<file path="src/rtl/pio_led_pkg.sv">
// Shared constants for the LED output PIO: register word addresses.
package pio_led_pkg;

    localparam int unsigned PIO_ADDR_W = 3;

    localparam logic [PIO_ADDR_W-1:0] PIO_ADDR_DATA   = 3'd0;
    localparam logic [PIO_ADDR_W-1:0] PIO_ADDR_MASK   = 3'd1;
    localparam logic [PIO_ADDR_W-1:0] PIO_ADDR_DIV    = 3'd2;
    localparam logic [PIO_ADDR_W-1:0] PIO_ADDR_STATUS = 3'd3;
    localparam logic [PIO_ADDR_W-1:0] PIO_ADDR_OUTSET = 3'd4;
    localparam logic [PIO_ADDR_W-1:0] PIO_ADDR_OUTCLR = 3'd5;

endpackage

</file>
<file path="src/rtl/pio_blink_timer.sv">
// Blink phase generator: DIV_W-bit down-counter plus a phase bit that
// toggles every `div` cycles.
//   clk, reset_n : clock, async active-low reset
//   div          : current half-period in cycles (0 = blink off, phase held 0)
//   load         : BLINK_DIV write this cycle; takes priority over counting
//   load_val     : value being written to BLINK_DIV
//   phase        : registered blink phase
module pio_blink_timer #(
    parameter int unsigned DIV_W = 24
) (
    input  logic             clk,
    input  logic             reset_n,
    input  logic [DIV_W-1:0] div,
    input  logic             load,
    input  logic [DIV_W-1:0] load_val,
    output logic             phase
);

    logic [DIV_W-1:0] cnt_q, cnt_d;
    logic             phase_q, phase_d;

    // A divider write restarts the count and suppresses any coincident toggle.
    always_comb begin
        cnt_d   = cnt_q;
        phase_d = phase_q;
        if (load) begin
            if (load_val == '0) begin
                cnt_d   = '0;
                phase_d = 1'b0;
            end else begin
                cnt_d = load_val - DIV_W'(1);
            end
        end else if (div == '0) begin
            cnt_d   = '0;
            phase_d = 1'b0;
        end else if (cnt_q == '0) begin
            cnt_d   = div - DIV_W'(1);
            phase_d = ~phase_q;
        end else begin
            cnt_d = cnt_q - DIV_W'(1);
        end
    end

    always_ff @(posedge clk or negedge reset_n) begin
        if (!reset_n) begin
            cnt_q   <= '0;
            phase_q <= 1'b0;
        end else begin
            cnt_q   <= cnt_d;
            phase_q <= phase_d;
        end
    end

    assign phase = phase_q;

endmodule

</file>
<file path="src/rtl/pio_led_out.sv">
// Avalon-MM output PIO for the board LEDs, with atomic set/clear and an
// optional per-bit hardware blink engine (enabled by macro PIO_LED_BLINK_EN).
//   clk, reset_n : clock, async active-low reset
//   address      : register word address
//   chipselect   : slave select; write when chipselect && !write_n
//   write_n      : active-low write strobe
//   writedata    : write data, bits above register width ignored
//   readdata     : registered, zero-extended read data (latency 1)
//   out_port     : registered LED drive
module pio_led_out
    import pio_led_pkg::*;
#(
    parameter int unsigned      WIDTH       = 18,
    parameter logic [WIDTH-1:0] RESET_VALUE = '0,
    parameter int unsigned      DIV_W       = 24
) (
    input  logic                  clk,
    input  logic                  reset_n,
    input  logic [PIO_ADDR_W-1:0] address,
    input  logic                  chipselect,
    input  logic                  write_n,
    input  logic [31:0]           writedata,
    output logic [31:0]           readdata,
    output logic [WIDTH-1:0]      out_port
);

    logic             wr_c;
    logic [WIDTH-1:0] wdata_c;
    logic [WIDTH-1:0] data_q, data_d;
    logic [WIDTH-1:0] out_q, out_d;
    logic [31:0]      readdata_q, readdata_d;
    logic             unused_wdata;

    assign wr_c         = chipselect && !write_n;
    assign wdata_c      = writedata[WIDTH-1:0];
    assign unused_wdata = ^writedata;

    // Data register: full replace, atomic set, atomic clear.
    always_comb begin
        data_d = data_q;
        if (wr_c) begin
            case (address)
                PIO_ADDR_DATA:   data_d = wdata_c;
                PIO_ADDR_OUTSET: data_d = data_q | wdata_c;
                PIO_ADDR_OUTCLR: data_d = data_q & ~wdata_c;
                default:         data_d = data_q;
            endcase
        end
    end

`ifdef PIO_LED_BLINK_EN
    logic [WIDTH-1:0] mask_q, mask_d;
    logic [DIV_W-1:0] div_q, div_d;
    logic             div_load_c;
    logic             phase;

    // Blink configuration registers.
    always_comb begin
        mask_d     = mask_q;
        div_d      = div_q;
        div_load_c = 1'b0;
        if (wr_c) begin
            case (address)
                PIO_ADDR_MASK: mask_d = wdata_c;
                PIO_ADDR_DIV: begin
                    div_d      = writedata[DIV_W-1:0];
                    div_load_c = 1'b1;
                end
                default: ;
            endcase
        end
    end

    always_ff @(posedge clk or negedge reset_n) begin
        if (!reset_n) begin
            mask_q <= '0;
            div_q  <= '0;
        end else begin
            mask_q <= mask_d;
            div_q  <= div_d;
        end
    end

    pio_blink_timer #(
        .DIV_W (DIV_W)
    ) u_blink_timer (
        .clk      (clk),
        .reset_n  (reset_n),
        .div      (div_q),
        .load     (div_load_c),
        .load_val (div_d),
        .phase    (phase)
    );

    assign out_d = data_q ^ (mask_q & {WIDTH{phase}});
`else
    assign out_d = data_q;
`endif

    // Read mux runs every cycle, independent of chipselect.
    always_comb begin
        readdata_d = '0;
        case (address)
            PIO_ADDR_DATA:   readdata_d = 32'(data_q);
`ifdef PIO_LED_BLINK_EN
            PIO_ADDR_MASK:   readdata_d = 32'(mask_q);
            PIO_ADDR_DIV:    readdata_d = 32'(div_q);
            PIO_ADDR_STATUS: readdata_d = {30'd0, (div_q != '0), phase};
`endif
            default:         readdata_d = '0;
        endcase
    end

    always_ff @(posedge clk or negedge reset_n) begin
        if (!reset_n) begin
            data_q     <= RESET_VALUE;
            out_q      <= RESET_VALUE;
            readdata_q <= '0;
        end else begin
            data_q     <= data_d;
            out_q      <= out_d;
            readdata_q <= readdata_d;
        end
    end

    assign out_port = out_q;
    assign readdata = readdata_q;

endmodule
</file>
<file path="config.mk">
export PLATFORM = sky130hd
export DESIGN_NAME = pio_led_out
export DESIGN_NICKNAME = d
export VERILOG_FILES = /design/src/rtl/pio_led_pkg.sv /design/src/rtl/pio_blink_timer.sv /design/src/rtl/pio_led_out.sv
export SDC_FILE = /design/constraint.sdc
export NUM_CORES = 1
export LEC_CHECK = 0
export BUFFER_PORTS_ARGS = -buffer_cell sky130_fd_sc_hd__buf_4
export CORE_UTILIZATION = 45
export CTS_CLUSTER_SIZE = 16
export DETAILED_ROUTE_END_ITERATION = 8
export PLACE_DENSITY_LB_ADDON = 0.1
export SETUP_SLACK_MARGIN = 0.3
export SLEW_MARGIN = 30
export SYNTH_ARGS = -nofsm -noshare
export SYNTH_HDL_FRONTEND = slang
export SYNTH_SLANG_ARGS = --single-unit
</file>
<file path="constraint.sdc">
create_clock -name clk -period 1.2 [get_ports clk]
set_clock_uncertainty 0.05 [all_clocks]
set_input_delay 0.24 -clock clk [delete_from_list [all_inputs] [get_ports clk]]
set_output_delay 0.24 -clock clk [all_outputs]
set_load 0.1 [all_outputs]
</file>
Word-level counts from Yosys, hierarchy flattened. Cells that the tools add are included.

Register bits: 68.

Mux-type cells: 2. Equality and inequality tests: 2. Bitwise gates (word level): 3. Reductions and logical operators: 5.

Operators by type and width (count): $pmux 18 s3 (1); $and 18x18->18 (1); $mux 18 (1); $not 18->18 (1); $or 18x18->18 (1); $eq 3x3->1 const B (2); $logic_not 3->1 (1); $reduce_bool 3->1 (1); $reduce_and 2->1 (1); $logic_and 1x1->1 (1); $logic_not 1->1 (1).

Logic depth before layout (Yosys ltp). Gate-level depths: netlist of run 1.

Depth in word-level cells: 3. Gate-level depth with buffers: 5. Gate-level depth less buffers: 3.

Worst setup path after synthesis of run 1. OpenSTA, ideal clock, no wires.

Kind: input-to-reg. From: in address[1]. To: reg data_q[10]. Arrival time: 1025 ps. Path slack: 4 ps. Required time: 1029 ps. Cell stages on the path: 5. Setup time: 121 ps. Path through: or3b_1 > buf_2 > buf_6 > o21ai_1 > nand2_1.

Word-level cells in the longest chain between the ends: 3.

Ends and longest elaborated chain: start, declared (line pio_led_out.sv:19) `input logic [PIO_ADDR_W-1:0] address,`; $eq 3x3->1 or $logic_not 3->1 (tied branches) (line pio_led_out.sv:42) `case (address)`; $reduce_bool 3->1 (no source line); $reduce_and 2->1 (no source line); end signal, assigned (line pio_led_out.sv:120) `data_q <= data_d;`; end, declared (line pio_led_out.sv:29) `logic [WIDTH-1:0] data_q, data_d;`.

Several ways; a longest one is shown, not always the timed one. A chain may end at the register's enable or synchronous reset.

Final worst setup path of run 1.
From: reg readdata_q[4] (netlist: readdata[4]). To: out readdata[4].

RTL lines: start, declared (line pio_led_out.sv:31) `logic [31:0] readdata_q, readdata_d;`; start signal, assigned (line pio_led_out.sv:122) `readdata_q <= readdata_d;`; end, declared (line pio_led_out.sv:23) `output logic [31:0] readdata,`.

No word-level cell between the ends.

==> impl_results.md, run 1 <==
* Via density at 4.99
* CTS H-tree depth at 2
* Routed wirelength normalized by instance count at between 15 and 20 um
* Core area at 4410 um^2
* Largest voltage drop on the vdd net at 1410 uV
* Worst setup path startpoint: readdata[4]
* Final setup slack of the worst path at -0.0714 ns
* Worst path bufs/invs at 1
* Net count reported at finish at 292
* CTS buffer count at 5
* Largest driver fanout on the critical path at 1
* Endpoint type of the worst setup path: primary output
* TritonCTS clock tree: done
* Overall die area at around 4900 um^2
* Maximum frequency from static timing analysis at 0.787 GHz
* Max-slew violation count at 0
* Starting density of the core at a little under half
* Worst reg2reg startpoint: data_q[14]
* DR pass1 iterations at 4
* Kind of start point of the critical path: flop
* Sequential element share of the synthesized area at roughly two thirds
* Die boundary width at 70.0 um
* Crit path max-delay family: flip-flops
* Count of state elements after synthesis at 54
* Total half-perimeter wirelength after legalization and detailed placement at 2840 um
* CTS Root Cell: clkbuf_8
* DR vias at roughly 1500
* Pin count of the biggest net entering global routing at 34
* Critical path arrival at 0.98 ns
* PwrDens at approximately 2000 nW/um^2
* Post-synthesis instance total at 172
* Ports at 89
* Post-Synthesis Mean Instance Area at 12.1 um^2
* Hold WS at -0.235 ns
* Run status: finished, violations left
* WP data required at 0.91 ns
* Number of logic stages on the critical path including buffering at 1
* Worst-path cell chain: buf_12
* Path type of the worst min-delay path: input pin to async pin
* Detailed-route DRC error count at 0
* Total wire length after detailed routing at 5070 um
* Row count at 24
* Leakage at between 1.5 and 2 nW
* Worst reg-to-reg path cell count at 3
* Delay contributed by the slowest stage of the critical path at 0.50 ns
* Critical path start-end classification: flop to primary output
* Final-report setup violation count at 36
* Endpoint of the most critical register-to-register path: data_q[14]
* Share of layout cells above drive strength 1 at 58.3%
* Number of max-cap violations at 0
* Mapped Area at 2080 um^2
* Count of input and output buffers at 60
* RSZ-0062 raised after global routing: true
* Number of antenna repair diodes at 0
* Final Hold Fails at 21
* Clock latency on the worst-skew pair at 0.30 ns
* Antenna Violating Nets Remaining at 0
* R2R Setup Slk at 0.24 ns
* Height of the die at between 70 and 80 um
* Setup TNS at -1.98 ns
* Buffer depth of the longest clock path at 2
* Via count of the first global-routing pass at 1628
* Clock sink count at 54
* Yosys synthesis warning count at 0
* Wire length of the first global-routing pass at 8290 um
* Final period demand of the worst path at roughly 1.3 ns
* Unique cell type count in the Yosys netlist at 15
* Clock-pin slew of the registers on the worst-case setup and hold paths at 0.09 ns
* Gp weighted congestion at 0.724
* Count of routing violations after the opening detailed-route iteration at 40
* Violated checks: hold timing, setup timing
* Worst-path cell with the longest stage delay: dfrtp_4
* Initial antenna violation count at 0
* Layout overhead on the synthesized area at 75.7%
* GRT Resource Usage Total at between 20 and 25%
* Critical Path Sink: readdata[4]
* Crit share post-route at 106%
* Overflow left after global routing at 0
logic make-up after synthesis:
kind of cell / after synthesis / synth area share (%)
DFF: 54 / 64.9
AOI/OAI and AO/OA: 36 / 10.8
buffers and inverters: 22 / 7.39
other: 1 / 0.180
and+or+nand+nor: 59 / 16.7
layer usage:
metal  vias up  track usage, %  part of all wire [%]
li1        707               -                     -
met1       758            25.8                    38
met2        51            38.5                    54
met3        10            7.94                   5.4
met4         0            8.67                   1.8
met5         -               0                     0
Yosys cell counts (all sizes together):
| master | instances | area share [%] |
|---|---|---|
| clkbuf | 3 | 0.54 |
| nor4b | 1 | 1.1 |
| buf | 19 | 6.9 |
| nand2 | 18 | 3.2 |
| conb | 1 | 0.18 |
| nor3 | 1 | 0.48 |
| o21ai | 18 | 4.3 |
| or3b | 1 | 0.42 |
| nor2b | 20 | 6.0 |
| a22oi | 18 | 6.5 |
| and2 | 18 | 5.4 |
| dfrtp | 54 | 65 |
worst min-delay path by stage:
stage,from,to
6_report,reset_n,readdata[0]
3_5_place_dp,reset_n,readdata[12]
4_1_cts,reset_n,readdata[12]
2_1_floorplan,reset_n,data_q[0]
3_3_place_gp,reset_n,readdata[0]
5_1_grt,reset_n,out_port[0]
area by class of cell:
cell class	instances	area, um^2
Clock buffer	7	76.3
Clock inverter	1	30.0
Fill cell	218	757
Multi-Input combinational cell	109	734
Sequential cell	54	1490
Tap cell	52	65.1
Timing Repair Buffer	83	1260
cell usage in the layout (no fill, tap or decap), types with 2 or more instances in the layout:
cell type  instances
buf_16             3
buf_12            42
o21ai_1           15
nor2b_1           19
clkbuf_8           5
a22oi_2           18
dfrtp_1           18
buf_6             15
buf_4             23
and2_1            17
dfrtp_4           36
conb_1            14
clkbuf_1           2
nand2_1           18
o21ai_0            3
sequential cells by signal, indices dropped and copies added (netlist names):
name      flops
readdata     18
data_q       18
out_port     18
per-stage QoR:
stage               utilization (%)  setup slack (ns)  cells  total power, mW  cell area (um^2)
global placement               62.3            -0.396    287             5.31              2750
detailed placement             62.3            -0.162    287             5.36              2750
CTS                            82.4           -0.0643    306             7.34              3640
floorplan                         -           0.00424    185             4.78              2280
finish                         82.9           -0.0714    306             7.36              3660
global route                   82.9           -0.0966    306             7.59              3660
power breakdown:
group / internal [mW] / leakage [nW] / total, mW / switching (mW)
registers: 2.37 / 0.620 / 2.74 / 0.372
clock network: 0.625 / 0.0524 / 1.18 / 0.551
logic: 1.19 / 0.889 / 3.44 / 2.25
repair_timing:
action	CTS	global route
setup endpoints to repair	54	57
resized for setup	148	6
setup buffers	6	0
gates cloned	5	0
pin swaps	35	3
hold endpoints to repair	21	21
No activity file was read; power rests on OpenSTA's default activity.
==> run 2: changes to the inputs <==
--- a/config.mk
+++ b/config.mk
@@ -6,7 +6,7 @@
 export NUM_CORES = 1
 export LEC_CHECK = 0
 export BUFFER_PORTS_ARGS = -buffer_cell sky130_fd_sc_hd__buf_4
-export CORE_UTILIZATION = 45
+export CORE_UTILIZATION = 40
 export CTS_CLUSTER_SIZE = 16
 export DETAILED_ROUTE_END_ITERATION = 8
 export PLACE_DENSITY_LB_ADDON = 0.1
==> impl_results.md, run 2 (same netlist as run 1, synthesis figures left out) <==
* Ports at 89 (unchanged)
* Height of the die at 74.1 um (was 70.0 um)
* Cells after DPL at 301 (was 287)
* Gp weighted congestion at 0.677 (was 0.724)
* Starting density of the core at 42.7% (was 47.2%)
* Layout overhead on the synthesized area at 69.0% (was 75.7%)
* Most frequent standard cell in the layout excluding fill and tap cells: buf_12 (unchanged)
* Count of input and output buffers at 60 (unchanged)
* Worst path bufs/invs at 1 (unchanged)
* Worst-path cell with the longest stage delay: dfrtp_4 (unchanged)
* Overall die area at 5500 um^2 (was 4900 um^2)
* Pin count of the biggest net entering global routing at 26 (was 34)
* Wire length of the first global-routing pass at 7200 um (was 8290 um)
* Clock-pin slew of the registers on the worst-case setup and hold paths at 0.09 ns (about the same)
* Worst slew pin tran at 0.692 ns
* Critical path arrival at 0.97 ns (was 0.98 ns)
* Total power draw at 7.22 mW (was 7.36 mW)
* DR vias at 1523 (was 1526)
* Maximum frequency from static timing analysis at 0.791 GHz (was 0.787 GHz)
* Final Hold Fails at 23 (was 21)
* Footprint of the flip-flops and latches at 1490 um^2 (unchanged)
* Via count of the first global-routing pass at 1457 (was 1628)
* Leakage at 1.53 nW (was 1.56 nW)
* Endpoint type of the worst setup path: primary output (unchanged)
* CTS Root Cell: clkbuf_8 (unchanged)
* Overflow left after global routing at 0 (unchanged)
* Metal3 WL at 250 um (was 275 um)
* Crit share post-route at 105% (was 106%)
* Share of layout cells above drive strength 1 at 64.9% (was 58.3%)
* Number of antenna repair diodes at 0 (unchanged)
* Final-report setup violation count at 36 (unchanged)
* Core area at 4880 um^2 (was 4410 um^2)
* CTS H-tree depth at 2 (unchanged)
* Endpoint of the most critical register-to-register path: data_q[6] (was data_q[14])
* TritonCTS clock tree: done (unchanged)
* Max-slew violation count at 0 (unchanged)
* Initial antenna violation count at 0 (unchanged)
* Net count reported at finish at 286 (was 292)
* Row count at 25 (was 24)
* Commonest non-fill, non-tap cells in the layout: buf_12, dfrtp_4, buf_4 (unchanged)
* Antenna Violating Nets Remaining at 0 (unchanged)
* Routed wirelength normalized by instance count at 14.9 um (was 16.6 um)
* Final setup slack of the worst path at -0.0649 ns (was -0.0714 ns)
* DR pass1 iterations at 4 (unchanged)
* Met2 Wirelength at 2460 um (was 2760 um)
* Critical Path Sink: out_port[9] (was readdata[4])
* Routed length on met1 at 1900 um (was 1950 um)
* GRT Resource Usage Total at 17.8% (was 22.5%)
* RSZ-0062 raised after global routing: true (unchanged)
* Worst max-slew margin expressed relative to the limit at 53.8%
* Clock latency on the worst-skew pair at 0.30 ns (about the same)
* Largest voltage drop on the vdd net at 1000 uV (was 1410 uV)
* Number of logic stages on the critical path including buffering at 1 (unchanged)
* Filler instances at 342 (was 218)
* Worst setup path startpoint: out_port[9] (was readdata[4])
* Buffer depth of the longest clock path at 2 (unchanged)
* Worst reg-to-reg path cell count at 3 (unchanged)
* Multi-input gate area at 754 um^2 (was 734 um^2)
* Die boundary width at 74.1 um (was 70.0 um)
* Count of routing violations after the opening detailed-route iteration at 100 (was 40)
* Total half-perimeter wirelength after legalization and detailed placement at 2970 um (was 2840 um)
* Worst-path cell chain: buf_12 (unchanged)
* Violated checks: hold timing, setup timing (unchanged)
* Path type of the worst min-delay path: input pin to async pin (unchanged)
* Crit path max-delay family: flip-flops (unchanged)
* Hold WS at -0.205 ns (was -0.235 ns)
* Placement Cell Area at 2750 um^2 (about the same)
* PwrDens at 2050 nW/um^2 (was 2010 nW/um^2)
* Setup TNS at -1.74 ns (was -1.98 ns)
* Clock sink count at 54 (unchanged)
* Number of cells in the finished layout apart from fillers at 315 (was 306)
* Top layer in use: met4 (unchanged)
* Via density at 4.83 (was 4.99)
* Delay contributed by the slowest stage of the critical path at 0.50 ns (about the same)
* R2R Setup Slk at 0.20 ns (was 0.24 ns)
* CTS buffer count at 5 (unchanged)
* Total wire length after detailed routing at 4680 um (was 5070 um)
* Worst reg2reg startpoint: data_q[6] (was data_q[14])
* WP data required at 0.91 ns (about the same)
* Number of max-cap violations at 0 (unchanged)
* Largest driver fanout on the critical path at 1 (unchanged)
* Final cell area excluding filler cells at 3520 um^2 (was 3660 um^2)
* Final period demand of the worst path at 1.26 ns (was 1.27 ns)
* Run status: finished, violations left (unchanged)
* Critical path start-end classification: flop to primary output (unchanged)
* Detailed-route DRC error count at 0 (unchanged)
* Setup Slack @ Placement at -0.529 ns (was -0.162 ns)
* Kind of start point of the critical path: flop (unchanged)
-- run 2: stage by stage --
step                util (%)  hold WS [ns]
finish                  72.1        -0.205
global route            72.1        -0.194
CTS                     70.6        -0.202
detailed placement      56.4         0.122
global placement        56.3         0.111
floorplan                  -        -0.106
-- run 2: final cells by class --
| class | instances | area share [%] |
|---|---|---|
| flip-flops and latches | 54 | 42.2 |
| multi-input cells | 109 | 21.4 |
| clock inverters | 2 | 0.356 |
| well taps | 67 | 2.38 |
| repair buffers | 77 | 31.2 |
| clock buffers | 6 | 2.35 |
-- run 2: how the worst min path moves through the flow --
stage,startpoint,endpoint,slack [ns],cells past startpoint
after detailed placement,reset_n,readdata[4],0.12,1
final,reset_n,readdata[13],-0.20,1
after global routing,reset_n,data_q[16],-0.19,1
after CTS,reset_n,data_q[10],-0.20,1
after floorplan,reset_n,data_q[0],-0.11,0
after global placement,reset_n,out_port[5],0.11,1
-- run 2: repair_timing --
item                                    in CTS  in global routing
gates resized for setup                    145                 23
endpoints found under the setup margin      54                 54
endpoints found under the hold margin       23                 23
gates cloned                                 2                  0
buffers inserted                             3                  1
pin swaps                                   13                 13
-- run 2: power breakdown --
group	switching (mW)	internal (mW)	leakage [nW]
clock network	0.557	0.464	0.0472
logic	2.21	1.21	0.859
registers	0.420	2.37	0.620
total	3.19	4.04	1.53
-- run 2: metal layers --
| layer | GRT usage, % | up-vias |
|---|---|---|
| met5 | 0 | - |
| met4 | 6.62 | 0 |
| met3 | 3.66 | 9 |
| met2 | 29.8 | 55 |
| met1 | 23.0 | 766 |
| li1 | - | 693 |
==> run 3: changes to the inputs <==
--- a/config.mk
+++ b/config.mk
@@ -11,6 +11,7 @@
 export DETAILED_ROUTE_END_ITERATION = 8
 export PLACE_DENSITY_LB_ADDON = 0.1
 export SETUP_SLACK_MARGIN = 0.3
+export SKIP_CTS_REPAIR_TIMING = 1
 export SLEW_MARGIN = 30
 export SYNTH_ARGS = -nofsm -noshare
 export SYNTH_HDL_FRONTEND = slang
==> impl_results.md, run 3 (same netlist as run 1, synthesis figures left out) <==
* Worst-path cell with the longest stage delay: dfrtp_4 (unchanged)
* Pin count of the biggest net entering global routing at 26 (unchanged)
* Count of routing violations after the opening detailed-route iteration at 98 (was 100)
* Core area at 4880 um^2 (unchanged)
* Final setup slack of the worst path at -0.0608 ns (was -0.0649 ns)
* Worst max-slew margin expressed relative to the limit at 53.0% (was 53.8%)
* Placement Cell Area at 2750 um^2 (unchanged)
* Critical path arrival at 0.97 ns (about the same)
* Most frequent standard cell in the layout excluding fill and tap cells: buf_12 (unchanged)
* Final cell area excluding filler cells at 3440 um^2 (was 3520 um^2)
* TritonCTS clock tree: done (unchanged)
* Final Hold Fails at 23 (unchanged)
* Total half-perimeter wirelength after legalization and detailed placement at 2970 um (unchanged)
* Gp weighted congestion at 0.677 (unchanged)
* Number of antenna repair diodes at 0 (unchanged)
* Detailed-route DRC error count at 0 (unchanged)
* Final-report setup violation count at 36 (unchanged)
* CTS H-tree depth at 2 (unchanged)
* Worst slew pin tran at 0.704 ns (was 0.692 ns)
* Worst-path cell chain: buf_12 (unchanged)
* Overall die area at 5500 um^2 (unchanged)
* Starting density of the core at 42.7% (unchanged)
* Multi-input gate area at 709 um^2 (was 754 um^2)
* Total wire length after detailed routing at 4610 um (was 4680 um)
* Max-slew violation count at 0 (unchanged)
* Net count reported at finish at 285 (was 286)
* Share of layout cells above drive strength 1 at 57.5% (was 64.9%)
* Die boundary width at 74.1 um (unchanged)
* Routed wirelength normalized by instance count at 14.7 um (was 14.9 um)
* CTS buffer count at 5 (unchanged)
* Critical path start-end classification: flop to primary output (unchanged)
* Path type of the worst min-delay path: input pin to async pin (unchanged)
* Wire length of the first global-routing pass at 6540 um (was 7200 um)
* Layout overhead on the synthesized area at 65.1% (was 69.0%)
* Largest voltage drop on the vdd net at 1000 uV (about the same)
* Largest driver fanout on the critical path at 1 (unchanged)
* WP data required at 0.91 ns (about the same)
* Number of cells in the finished layout apart from fillers at 314 (was 315)
* Commonest non-fill, non-tap cells in the layout: buf_12, dfrtp_4, buf_4 (unchanged)
* Delay contributed by the slowest stage of the critical path at 0.50 ns (about the same)
* Initial antenna violation count at 0 (unchanged)
* Count of input and output buffers at 60 (unchanged)
* Via count of the first global-routing pass at 1366 (was 1457)
* Via density at 4.72 (was 4.83)
* Antenna Violating Nets Remaining at 0 (unchanged)
* RSZ-0062 raised after global routing: true (unchanged)
* Kind of start point of the critical path: flop (unchanged)
* GRT Resource Usage Total at 16.0% (was 17.8%)
* Hold WS at -0.207 ns (was -0.205 ns)
* DR vias at 1483 (was 1523)
* Endpoint type of the worst setup path: primary output (unchanged)
* Final period demand of the worst path at 1.26 ns (about the same)
* Ports at 89 (unchanged)
* Worst path bufs/invs at 1 (unchanged)
* Setup Slack @ Placement at -0.529 ns (unchanged)
* CTS Root Cell: clkbuf_8 (unchanged)
* DR pass1 iterations at 4 (unchanged)
* Clock latency on the worst-skew pair at 0.30 ns (about the same)
* Crit share post-route at 105% (about the same)
* Run status: finished, violations left (unchanged)
* Violated checks: hold timing, setup timing (unchanged)
* Leakage at 1.49 nW (was 1.53 nW)
* PwrDens at 2080 nW/um^2 (was 2050 nW/um^2)
* Clock-pin slew of the registers on the worst-case setup and hold paths at 0.09 ns (about the same)
* Clock sink count at 54 (unchanged)
* Cells after DPL at 301 (unchanged)
* Row count at 25 (unchanged)
* Maximum frequency from static timing analysis at 0.793 GHz (was 0.791 GHz)
* Height of the die at 74.1 um (unchanged)
* Buffer depth of the longest clock path at 2 (unchanged)
* Number of max-cap violations at 0 (unchanged)
* Filler instances at 357 (was 342)
* Footprint of the flip-flops and latches at 1490 um^2 (unchanged)
* Overflow left after global routing at 0 (unchanged)
* Crit path max-delay family: flip-flops (unchanged)
run 3: cell type report:
class / count / area share [%]
Tap cell: 67 / 2.44
Multi-Input combinational cell: 109 / 20.6
Clock inverter: 2 / 0.364
Clock buffer: 6 / 2.40
Timing Repair Buffer: 76 / 30.9
Sequential cell: 54 / 43.2
run 3: layer usage:
layer	up-vias	routed length (um)	GRT usage, %
li1	691	-	-
met1	735	1940	21.1
met2	52	2400	26.1
met3	5	213	3.25
met4	0	52	6.20
met5	-	0	0
run 3: path summary, 6_finish.rpt:
path | to | slack, ns | startpoint | depth (start not counted)
hold reg to reg | out_port[15] | 0.38 | data_q[15] | 0
max in group asynchronous | out_port[17] | 0.84 | reset_n | 2
min in group clk | data_q[2] | 0.13 | writedata[2] | 3
hold / removal | readdata[5] | -0.21 | reset_n | 1
setup / recovery | out_port[10] | -0.06 | out_port[10] | 1
setup reg to reg | data_q[14] | 0.21 | data_q[14] | 3
run 3: power by group:
part	internal, mW	total [mW]	switching, mW
clock	0.464	1.02	0.554
combinational	1.17	3.38	2.21
sequential	2.37	2.77	0.402
total	4.00	7.17	3.16
run 3: metrics by stage:
step / hold slack, ns / setup TNS (ns) / util [%] / total power [mW]
global route: -0.195 / -2.56 / 70.5 / 7.41
finish: -0.207 / -1.72 / 70.5 / 7.17
floorplan: -0.106 / 0 / - / 4.78
detailed placement: 0.122 / -8.95 / 56.4 / 5.37
CTS: -0.202 / -6.95 / 58.3 / 6.37
global placement: 0.111 / -7.85 / 56.3 / 5.32
